## config.mk

```make
export PLATFORM = sky130hd
export DESIGN_NAME = lsu_flat
export DESIGN_NICKNAME = d
export VERILOG_FILES = /design/src/rtl/lsu_pkg.sv /design/src/rtl/lsu_if.sv /design/src/rtl/lsu_load_align.sv /design/src/rtl/lsu.sv /design/src/flat_wrapper.sv
export SDC_FILE = /design/constraint.sdc
export NUM_CORES = 1
export LEC_CHECK = 0
export CAP_MARGIN = 20
export CORE_MARGIN = 3
export CORE_UTILIZATION = 45
export CTS_CLUSTER_DIAMETER = 50
export CTS_CLUSTER_SIZE = 25
export DETAILED_ROUTE_END_ITERATION = 16
export PLACE_DENSITY = 0.82
export SYNTH_ARGS = -nofsm -noshare
export SYNTH_HDL_FRONTEND = slang
export SYNTH_SLANG_ARGS = --single-unit
```

## constraint.sdc

```tcl
create_clock -name clk_i -period 2.6 [get_ports clk_i]
set_input_delay 0.52 -clock clk_i [delete_from_list [all_inputs] [get_ports clk_i]]
set_output_delay 0.52 -clock clk_i [all_outputs]
set_load 0.01 [all_outputs]
```

## src/rtl/lsu_pkg.sv

```systemverilog
// lsu_pkg: shared types and constants for the load/store unit.
//   funct3_e  - access size/sign encoding of funct3
//   state_e   - LSU FSM states
//   TIMEOUT_CYC_DEF - default bus-ack timeout in cycles
package lsu_pkg;

  typedef enum logic [2:0] {
    F3_B  = 3'b000,
    F3_H  = 3'b001,
    F3_W  = 3'b010,
    F3_BU = 3'b100,
    F3_HU = 3'b101
  } funct3_e;

  typedef enum logic [1:0] {
    S_IDLE,
    S_BUS,
    S_RESP
  } state_e;

  localparam int unsigned TIMEOUT_CYC_DEF = 16;

  // True for the funct3 codes valid for the given access direction.
  function automatic logic f3_legal(input logic is_store, input logic [2:0] f3);
    logic ok;
    ok = 1'b0;
    case (f3)
      F3_B, F3_H, F3_W: ok = 1'b1;
      F3_BU, F3_HU:     ok = !is_store;
      default:          ok = 1'b0;
    endcase
    return ok;
  endfunction

endpackage

```

## src/rtl/lsu_if.sv

```systemverilog
// lsu_if: LSU-to-memory bus.
//   bus_req_o/bus_we_o/bus_addr_o/bus_be_o/bus_wdata_o : LSU -> memory
//   bus_ack_i/bus_rdata_i                              : memory -> LSU
//   modport master = LSU side, modport slave = memory side.
interface lsu_if;
  logic        bus_req_o;
  logic        bus_we_o;
  logic [31:0] bus_addr_o;
  logic [3:0]  bus_be_o;
  logic [31:0] bus_wdata_o;
  logic        bus_ack_i;
  logic [31:0] bus_rdata_i;

  modport master (
    output bus_req_o, bus_we_o, bus_addr_o, bus_be_o, bus_wdata_o,
    input  bus_ack_i, bus_rdata_i
  );

  modport slave (
    input  bus_req_o, bus_we_o, bus_addr_o, bus_be_o, bus_wdata_o,
    output bus_ack_i, bus_rdata_i
  );
endinterface

```

## src/rtl/lsu_load_align.sv

```systemverilog
// lsu_load_align: picks the addressed byte/half lane out of a bus read
// word and sign- or zero-extends it according to funct3.
//   rdata_i  : raw bus read word
//   funct3_i : access size/sign
//   off_i    : byte offset within the word (already aligned for halves)
//   data_o   : formatted load result
module lsu_load_align
  import lsu_pkg::*;
(
  input  logic [31:0] rdata_i,
  input  logic [2:0]  funct3_i,
  input  logic [1:0]  off_i,
  output logic [31:0] data_o
);

  logic [7:0]  lane_b;
  logic [15:0] lane_h;

  always_comb begin
    lane_b = '0;
    case (off_i)
      2'd0:    lane_b = rdata_i[7:0];
      2'd1:    lane_b = rdata_i[15:8];
      2'd2:    lane_b = rdata_i[23:16];
      default: lane_b = rdata_i[31:24];
    endcase
    lane_h = off_i[1] ? rdata_i[31:16] : rdata_i[15:0];
  end

  always_comb begin
    data_o = '0;
    case (funct3_i)
      F3_B:    data_o = {{24{lane_b[7]}}, lane_b};
      F3_BU:   data_o = {24'h0, lane_b};
      F3_H:    data_o = {{16{lane_h[15]}}, lane_h};
      F3_HU:   data_o = {16'h0, lane_h};
      F3_W:    data_o = rdata_i;
      default: data_o = '0;
    endcase
  end

endmodule

```

## src/rtl/lsu.sv

```systemverilog
// lsu: MEM-stage load/store unit with a single outstanding bus access.
//   clk_i, rst_ni          : clock, synchronous active-low reset
//   req_valid_i/ready_o    : request handshake (ready only in IDLE)
//   is_store_i, funct3_i, addr_i, st_data_i : request fields
//   ld_data_o, ld_valid_o  : load result (held) and one-cycle valid
//   stall_o                : high while an access is in flight
//   misalign_o, bus_err_o  : one-cycle error pulses
//   bus                    : lsu_if.master memory bus
// Build option: define LSU_MISALIGN_TRAP_EN to trap misaligned half/word
// accesses; otherwise they are silently aligned down.
module lsu
  import lsu_pkg::*;
#(
  parameter int unsigned TIMEOUT_CYC = TIMEOUT_CYC_DEF
) (
  input  logic        clk_i,
  input  logic        rst_ni,
  input  logic        req_valid_i,
  output logic        req_ready_o,
  input  logic        is_store_i,
  input  logic [2:0]  funct3_i,
  input  logic [31:0] addr_i,
  input  logic [31:0] st_data_i,
  output logic [31:0] ld_data_o,
  output logic        ld_valid_o,
  output logic        stall_o,
  output logic        misalign_o,
  output logic        bus_err_o,
  lsu_if.master       bus
);

  localparam int unsigned CW = $clog2(TIMEOUT_CYC + 1);
  localparam logic [CW-1:0] CNT_LAST = CW'(TIMEOUT_CYC - 1);

  state_e        state_q, state_d;
  logic [CW-1:0] cnt_q, cnt_d;
  logic          we_q, we_d;
  logic [31:0]   addr_q, addr_d;
  logic [3:0]    be_q, be_d;
  logic [31:0]   wdata_q, wdata_d;
  logic [2:0]    f3_q, f3_d;
  logic [1:0]    off_q, off_d;
  logic [31:0]   ld_data_q, ld_data_d;
  logic          err_q, err_d;
  logic          mis_q, mis_d;

  logic          illegal;
  logic          trap;
  logic [1:0]    off_aln;
  logic [3:0]    be_new;
  logic [31:0]   wdata_new;
  logic [31:0]   ld_fmt;
  logic          active;

  // Request decode: size comes from funct3[1:0] for every legal code.
  always_comb begin
    illegal   = !f3_legal(is_store_i, funct3_i);
    off_aln   = 2'b00;
    be_new    = 4'b1111;
    wdata_new = st_data_i;
    case (funct3_i[1:0])
      2'b00: begin
        off_aln   = addr_i[1:0];
        be_new    = 4'b0001 << addr_i[1:0];
        wdata_new = {4{st_data_i[7:0]}};
      end
      2'b01: begin
        off_aln   = {addr_i[1], 1'b0};
        be_new    = 4'b0011 << {addr_i[1], 1'b0};
        wdata_new = {2{st_data_i[15:0]}};
      end
      default: begin
        off_aln   = 2'b00;
        be_new    = 4'b1111;
        wdata_new = st_data_i;
      end
    endcase
  end

`ifdef LSU_MISALIGN_TRAP_EN
  always_comb begin
    trap = 1'b0;
    if (funct3_i[1:0] == 2'b01) trap = addr_i[0];
    if (funct3_i[1:0] == 2'b10) trap = (addr_i[1:0] != 2'b00);
  end
`else
  assign trap = 1'b0;
`endif

  lsu_load_align u_load_align (
    .rdata_i  (bus.bus_rdata_i),
    .funct3_i (f3_q),
    .off_i    (off_q),
    .data_o   (ld_fmt)
  );

  always_comb begin
    state_d   = state_q;
    cnt_d     = cnt_q;
    we_d      = we_q;
    addr_d    = addr_q;
    be_d      = be_q;
    wdata_d   = wdata_q;
    f3_d      = f3_q;
    off_d     = off_q;
    ld_data_d = ld_data_q;
    err_d     = 1'b0;
    mis_d     = 1'b0;
    case (state_q)
      S_IDLE: begin
        if (req_valid_i) begin
          we_d    = is_store_i;
          addr_d  = {addr_i[31:2], 2'b00};
          be_d    = be_new;
          wdata_d = wdata_new;
          f3_d    = funct3_i;
          off_d   = off_aln;
          cnt_d   = '0;
          if (illegal)   err_d   = 1'b1;
          else if (trap) mis_d   = 1'b1;
          else           state_d = S_BUS;
        end
      end
      S_BUS: begin
        // Ack is checked before the timeout so a same-cycle ack wins.
        if (bus.bus_ack_i) begin
          state_d = S_RESP;
          if (!we_q) ld_data_d = ld_fmt;
        end else if (cnt_q == CNT_LAST) begin
          state_d   = S_IDLE;
          err_d     = 1'b1;
          ld_data_d = '0;
        end else begin
          cnt_d = cnt_q + 1'b1;
        end
      end
      S_RESP:  state_d = S_IDLE;
      default: state_d = S_IDLE;
    endcase
  end

  always_ff @(posedge clk_i) begin
    if (!rst_ni) begin
      state_q   <= S_IDLE;
      cnt_q     <= '0;
      we_q      <= 1'b0;
      addr_q    <= '0;
      be_q      <= '0;
      wdata_q   <= '0;
      f3_q      <= '0;
      off_q     <= '0;
      ld_data_q <= '0;
      err_q     <= 1'b0;
      mis_q     <= 1'b0;
    end else begin
      state_q   <= state_d;
      cnt_q     <= cnt_d;
      we_q      <= we_d;
      addr_q    <= addr_d;
      be_q      <= be_d;
      wdata_q   <= wdata_d;
      f3_q      <= f3_d;
      off_q     <= off_d;
      ld_data_q <= ld_data_d;
      err_q     <= err_d;
      mis_q     <= mis_d;
    end
  end

  assign active          = (state_q != S_IDLE);
  assign req_ready_o     = (state_q == S_IDLE);
  assign stall_o         = active;
  assign ld_valid_o      = (state_q == S_RESP) && !we_q;
  assign ld_data_o       = ld_data_q;
  assign bus_err_o       = err_q;
  assign misalign_o      = mis_q;
  assign bus.bus_req_o   = (state_q == S_BUS);
  assign bus.bus_we_o    = active && we_q;
  assign bus.bus_addr_o  = active ? addr_q  : '0;
  assign bus.bus_be_o    = active ? be_q    : '0;
  assign bus.bus_wdata_o = active ? wdata_q : '0;

endmodule

```

## src/flat_wrapper.sv

```systemverilog
// flat-port wrapper written by rule: the top's interface ports become plain ports
module lsu_flat import lsu_pkg::*;
#(
  parameter int unsigned TIMEOUT_CYC = TIMEOUT_CYC_DEF
)
  (clk_i, rst_ni, req_valid_i, req_ready_o, is_store_i, funct3_i, addr_i, st_data_i, ld_data_o, ld_valid_o, stall_o, misalign_o, bus_err_o, bus_bus_req_o, bus_bus_we_o, bus_bus_addr_o, bus_bus_be_o, bus_bus_wdata_o, bus_bus_ack_i, bus_bus_rdata_i);
  lsu_if bus_i ();
  input  logic clk_i;
  input  logic rst_ni;
  input  logic req_valid_i;
  output logic req_ready_o;
  input  logic is_store_i;
  input  logic [2:0] funct3_i;
  input  logic [31:0] addr_i;
  input  logic [31:0] st_data_i;
  output logic [31:0] ld_data_o;
  output logic ld_valid_o;
  output logic stall_o;
  output logic misalign_o;
  output logic bus_err_o;
  output wire logic [$bits(bus_i.bus_req_o)-1:0] bus_bus_req_o;
  output wire logic [$bits(bus_i.bus_we_o)-1:0] bus_bus_we_o;
  output wire logic [$bits(bus_i.bus_addr_o)-1:0] bus_bus_addr_o;
  output wire logic [$bits(bus_i.bus_be_o)-1:0] bus_bus_be_o;
  output wire logic [$bits(bus_i.bus_wdata_o)-1:0] bus_bus_wdata_o;
  input wire logic [$bits(bus_i.bus_ack_i)-1:0] bus_bus_ack_i;
  input wire logic [$bits(bus_i.bus_rdata_i)-1:0] bus_bus_rdata_i;
  assign bus_bus_req_o = bus_i.bus_req_o;
  assign bus_bus_we_o = bus_i.bus_we_o;
  assign bus_bus_addr_o = bus_i.bus_addr_o;
  assign bus_bus_be_o = bus_i.bus_be_o;
  assign bus_bus_wdata_o = bus_i.bus_wdata_o;
  assign bus_i.bus_ack_i = bus_bus_ack_i;
  assign bus_i.bus_rdata_i = bus_bus_rdata_i;
  lsu #(.TIMEOUT_CYC(TIMEOUT_CYC)) u_core (.clk_i(clk_i), .rst_ni(rst_ni), .req_valid_i(req_valid_i), .req_ready_o(req_ready_o), .is_store_i(is_store_i), .funct3_i(funct3_i), .addr_i(addr_i), .st_data_i(st_data_i), .ld_data_o(ld_data_o), .ld_valid_o(ld_valid_o), .stall_o(stall_o), .misalign_o(misalign_o), .bus_err_o(bus_err_o), .bus(bus_i));
endmodule
```

[Word-level counts from Yosys, hierarchy flattened]
Cells that the tools add are included.
Widths: inputs -> output; s select.
Word-level totals
  input port bits: 104
  bits in registers: 112
  logic and storage cells: 78
  output and inout bits: 107
Operators by class
  muxes and demuxes: 27
  shift-type cells: 2
  eq/ne operators: 20
  $add $sub $neg: 1
  reduce and logical (&&, ||, !) cells: 18
Operator list (number)
  $mux 32: 5
  $pmux 32 s5: 1
  $pmux 32 s2: 1
  $pmux 8 s3: 1
  $mux 16: 1
  $mux 5: 3
  $eq 3x3->1 const B: 4
  $pmux 5 s2: 1
  $mux 2: 4
  $ne 2x2->1 const B: 4
  $pmux 2 s2: 2
  $pmux 4 s2: 1
  $eq 2x1->1 const B: 3
  $eq 3x1->1 const B: 2
  $eq 3x2->1 const B: 2
  $logic_not 2->1: 3
  $logic_not 3->1: 2
  $reduce_and 3->1: 2
  $reduce_bool 2->1: 3
  $add 5x1->5 const B: 1
  $eq 5x4->1 const B: 1
  $eq 2x2->1 const B: 2
  $mux 1: 4
  $mux 4: 1
  other kinds (11): 14

[Logic depth before layout (Yosys ltp)]
  depth after elaboration: 6
  mapped depth: 10
  mapped depth without buffers: 8

[By module]
A second synthesis with hierarchy kept.
Unflattened totals
  cell total of the unflattened synthesis: 675
  area total of the unflattened synthesis: 5903.2 sq um
By module, submodules not included
  lsu: cells an instance 541, seq. area each 2242.2 sq um, times used 1, area each 4832.1 sq um
  lsu_load_align: cells an instance 134, seq. area each 0.0 sq um, times used 1, area each 1071.0 sq um

[Worst setup path before layout]
Ideal clock, no wire load.
  path kind: register -> register
  from: reg u_core.cnt_q[0]
  to: reg u_core.ld_data_q[6], in the netlist u_core.ld_data_o[6]
  cell stages (with the launch flop): 11
  data required time: 2.477 ns
  library setup time: 0.123 ns
  slack: 0.625 ns
  data arrival time: 1.852 ns
  buffers on the path: 2
  cell sequence: dfxtp_1 -> ha_1 -> and3_1 -> ha_1 -> nor2b_1 -> o21ai_0 -> and2_1 -> clkbuf_1 -> buf_2 -> a222oi_1 -> inv_1
Between the ends
  word-level cells in the longest chain between the ends: 3
Ends and longest elaborated chain
  from (decl): line lsu.sv:36  | logic [CW-1:0] cnt_q, cnt_d;
  from (signal assigned): line lsu.sv:157  | cnt_q <= cnt_d;
  $eq 5x4->1: line lsu.sv:129  | end else if (cnt_q == CNT_LAST) begin
  $reduce_bool 2->1 (no line)
  $reduce_and 3->1 (no line)
  to (signal assigned): line lsu.sv:164  | ld_data_q <= ld_data_d;
  to (decl): line lsu.sv:43  | logic [31:0] ld_data_q, ld_data_d;
No other way between the ends.
A chain may end at the register's enable or synchronous reset.

[Worst setup path in the final report]
  from: reg u_core.state_q[1]
  to: out bus_bus_wdata_o[18]
Between the ends
  word-level cells in the longest chain between the ends: 2
Ends and longest elaborated chain
  from (decl): line lsu.sv:35  | state_e state_q, state_d;
  from (signal assigned): line lsu.sv:156  | state_q <= state_d;
  $reduce_bool 2->1: line lsu.sv:170  | assign active = (state_q != S_IDLE);
  $mux 32: line lsu.sv:181  | assign bus.bus_wdata_o = active ? wdata_q : '0;
  to (decl): line flat_wrapper.sv:25  | output wire logic [$bits(bus_i.bus_wdata_o)-1:0] bus_bus_wdata_o;
No other way between the ends.

==> run_results.csv <==
group,metric,value,unit
cts,cts.clk_slew.worst_paths,0.07,ns
final_layout,fillCellCount,934,
final_layout,n_antenna_cell,0,
route,wl,16400,um
job,maxCapViolCount,0,
yosys,synth_edf_count,0,
power,clock_power_share,0.347,
setup_path,critPathLaunch,"u_core.state_q[1]$_SDFFE_PN0P_",
sta,skew,0.00914,ns
final_layout,design_area,7960,um^2
setup_path,start_kind,"flop",
setup_path,r2r-start,"u_core.off_q[0]$_SDFFE_PN0P_",
cts,cts_root_buffer,"clkbuf_16",
setup_path,critical_path_arrival,1.96,ns
final_layout,syn_to_final_growth,43.6,%
final_layout,mostFrequentLayoutCells,"206 x clkdlybuf4s50_1, 138 x nand2_1, 112 x dfxtp_1",
floorplanning,die_w,117,um
floorplanning,io_pins,211,
sta,min_period,2.48,ns
route,ant_nets,0,
setup_path,cpPeakStageDelay,0.49,ns
floorplanning,die-area,13700,um^2
grt,grt_use_total,0.239,
route,routedWlPerCell,16.9,um
setup_path,worst-r2r-cell-count,5,
place,io_buffers,207,
final_layout,final_common_cell,"clkdlybuf4s50_1",
hold_path,min_path_type,"reg2reg",
hold_path,min_to,"u_core.be_q[1]$_SDFFE_PN0P_",
power,p_seq_frac,0.465,
cts,cts_resized,0,
place,placed_cell_area,7670,um^2
grt,grt_antenna_before_repair,0,
cts,numCtsBuffers,9,
power,leakagePower,3.24,nW
power,p_comb_frac,0.187,
cts,postCtsHoldBufs,0,
power,intPower,0.00296,W
cts,clock_latency,0.35,ns
setup_path,endpoint_kind,"output pin",
grt,grt_pass1_vias,5189,
cts,cts_tree,"built",
setup_path,cpMaxStageDelayCell,"clkdlybuf4s50_1",
floorplanning,core_area,11700,um^2
sta,fin_crit_sh,0.953,
sta,rsz0062_at_grt,"false",
setup_path,crit_type,"reg2out",
yosys,synthDistinctLibCells,55,
place,place.gp.congestion,0.921,
route,drc,0,
cts,cts_sinks,112,
grt,overflow,0,
route,vias,5324,
status,status,"complete, no violations",
route,via_per_inst,5.49,
floorplanning,num_rows,39,
place,dp_hpwl,12200,um
setup_path,path_max_fanout,69,
hold_path,worstHoldStart,"u_core.be_q[1]$_SDFFE_PN0P_",
power,cellPowerDensity,505,nW/um^2
yosys,syn_avg_cell_area,8.66,um^2
yosys,synth_area,5540,um^2
yosys,syn_inst,640,
route,drt-pass1-iter-count,6,
floorplanning,chipHeight,117,um
power,p_sw_frac,0.263,
power,power_switching,0.00105,W
sta,slew_violations,0,
final_layout,drive_gt1_frac,0.0860,
cts,clk_path_buf_depth,2,
yosys,synthArstFlopShare,0,
setup_path,rrSetupSlack,0.46,ns
yosys,ys_ff_latch,112,
floorplanning,start_util,0.473,
sta,worst-slew-pin-transition,0.720,ns
setup_path,cp_cell_sequence,"or2_2 -> buf_12 -> and2_1 -> clkdlybuf4s50_1",
setup_path,path_delay_family,"buffers and inverters",
sta,final_hold_viol_count,0,
grt,grt_pass1_wl,26100,um
yosys,ys.warnings.count,0,
setup_path,crit_required,2.08,ns
sta,slew_headroom,0.519,
cts,cts_max_level,3,
hold_path,holdPathStages,2,
yosys,synthFlopType,"dfxtp_1",
yosys,synth_seq_area_share,0.405,
cts,post_cts_buffers,0,
sta,fmax,0.404,GHz
grt,grt_max_degree,70,
sta,setup-tns-final,0,ns
final_layout,nNetsFinal,927,
route,drt_iter0_drc,461,
setup_path,cp.buffers_inverters,2,
sta,final-setup-viol-count,0,
setup_path,regToRegEndpoint,"u_core.ld_data_o[3]$_SDFFE_PN0P_",
power,ir_worst_vdd,0.341,mV
cell type report:
| type | count | area (um^2) | area share |
|---|---|---|---|
| repair buffers | 226 | 2250 | 0.282 |
| well taps | 143 | 179 | 0.0225 |
| clock buffers | 11 | 233 | 0.0292 |
| multi-input cells | 460 | 2950 | 0.371 |
| inverters | 12 | 45.0 | 0.00566 |
| clock inverters | 5 | 56.3 | 0.00708 |
| flip-flops and latches | 112 | 2240 | 0.282 |
how the worst max path moves through the flow:
stage,end,slack [ns],cells after the start
2_1_floorplan,u_core.ld_data_o[6]$_SDFFE_PN0P_,0.63,10
3_3_place_gp,u_core.ld_data_o[5]$_SDFFE_PN0P_,0.41,7
3_5_place_dp,u_core.ld_data_o[2]$_SDFFE_PN0P_,0.36,7
4_1_cts,bus_bus_be_o[0],0.12,4
5_1_grt,bus_bus_wdata_o[18],0.04,4
6_report,bus_bus_wdata_o[18],0.12,4
power groups by stage:
stage                     logic [W]  clock network, W  registers (W)
final                      0.000753           0.00140        0.00187
after detailed placement   0.000750                 0        0.00191
after global routing       0.000824           0.00147        0.00188
after floorplan            0.000389                 0        0.00189
after CTS                  0.000755           0.00141        0.00187
after global placement     0.000732                 0        0.00190
kinds of logic after synthesis:
group	after synthesis	synth area share
AO/OA/AOI/OAI	158	0.221
XOR/XNOR	2	0.00316
adder cells (fa/ha/maj)	2	0.00451
buffers and inverters	70	0.0643
flip-flops	112	0.405
multiplexers	40	0.0741
other	1	0.000677
AND/OR/NAND/NOR	255	0.227
worst register-to-register path: cells and delay by family (launching register included):
family | cells | cell delay [ns]
compound gates | 2 | 0.42
buf+inv | 1 | 0.08
flops | 1 | 0.79
mux | 1 | 0.30
simple gates | 1 | 0.45
routing by layer:
metal,part of all wire,up-vias,global-route usage
met5,0,-,0
met3,0.087,33,0.0576
met4,0.023,0,0.0787
li1,-,2564,-
met2,0.48,250,0.405
met1,0.41,2477,0.298
cell usage after synthesis (2+ instances only):
cell	number	share of area
o211a_1	16	0.029
nand2b_1	3	0.0034
buf_2	17	0.015
clkbuf_8	2	0.0050
dfxtp_1	112	0.40
a31oi_1	2	0.0023
a21oi_1	6	0.0054
inv_1	11	0.0075
o21ai_1	8	0.0072
clkbuf_1	26	0.018
a22oi_1	4	0.0054
a221o_2	16	0.033
nor2_1	9	0.0061
mux2_2	8	0.016
a221oi_1	7	0.011
nor3b_1	3	0.0041
o21ai_0	23	0.021
o311ai_0	3	0.0047
a222oi_1	7	0.013
nand2_1	139	0.094
o22ai_1	7	0.0079
buf_1	2	0.0014
mux2i_1	32	0.058
ha_1	2	0.0045
buf_4	3	0.0041
and2_1	70	0.079
a21boi_0	51	0.069
nand3_1	9	0.0081
clkbuf_2	3	0.0027
xor2_1	2	0.0032
nor2b_1	9	0.010
buf_6	5	0.010
per-stage QoR:
step	total power, W	util	instances	setup WS, ns	hold slack (ns)
after floorplan	0.00228	-	642	0.625	0.426
after global placement	0.00263	0.655	953	0.410	0.439
after detailed placement	0.00266	0.655	953	0.363	0.448
after CTS	0.00404	0.679	969	0.117	0.458
after global routing	0.00418	0.679	969	0.0430	0.473
final	0.00402	0.679	969	0.123	0.455
state kept, by name (all words and copies together) (netlist names):
register and flops:
u_core.f3_q 3, u_core.addr_q 30, u_core.ld_data_o 32, u_core.wdata_q 32, u_core.we_q 1, u_core.cnt_q 5
u_core.state_q 2, u_core.bus_err_o 1, u_core.off_q 2, u_core.be_q 4
Power figures use the tool's default switching activity.
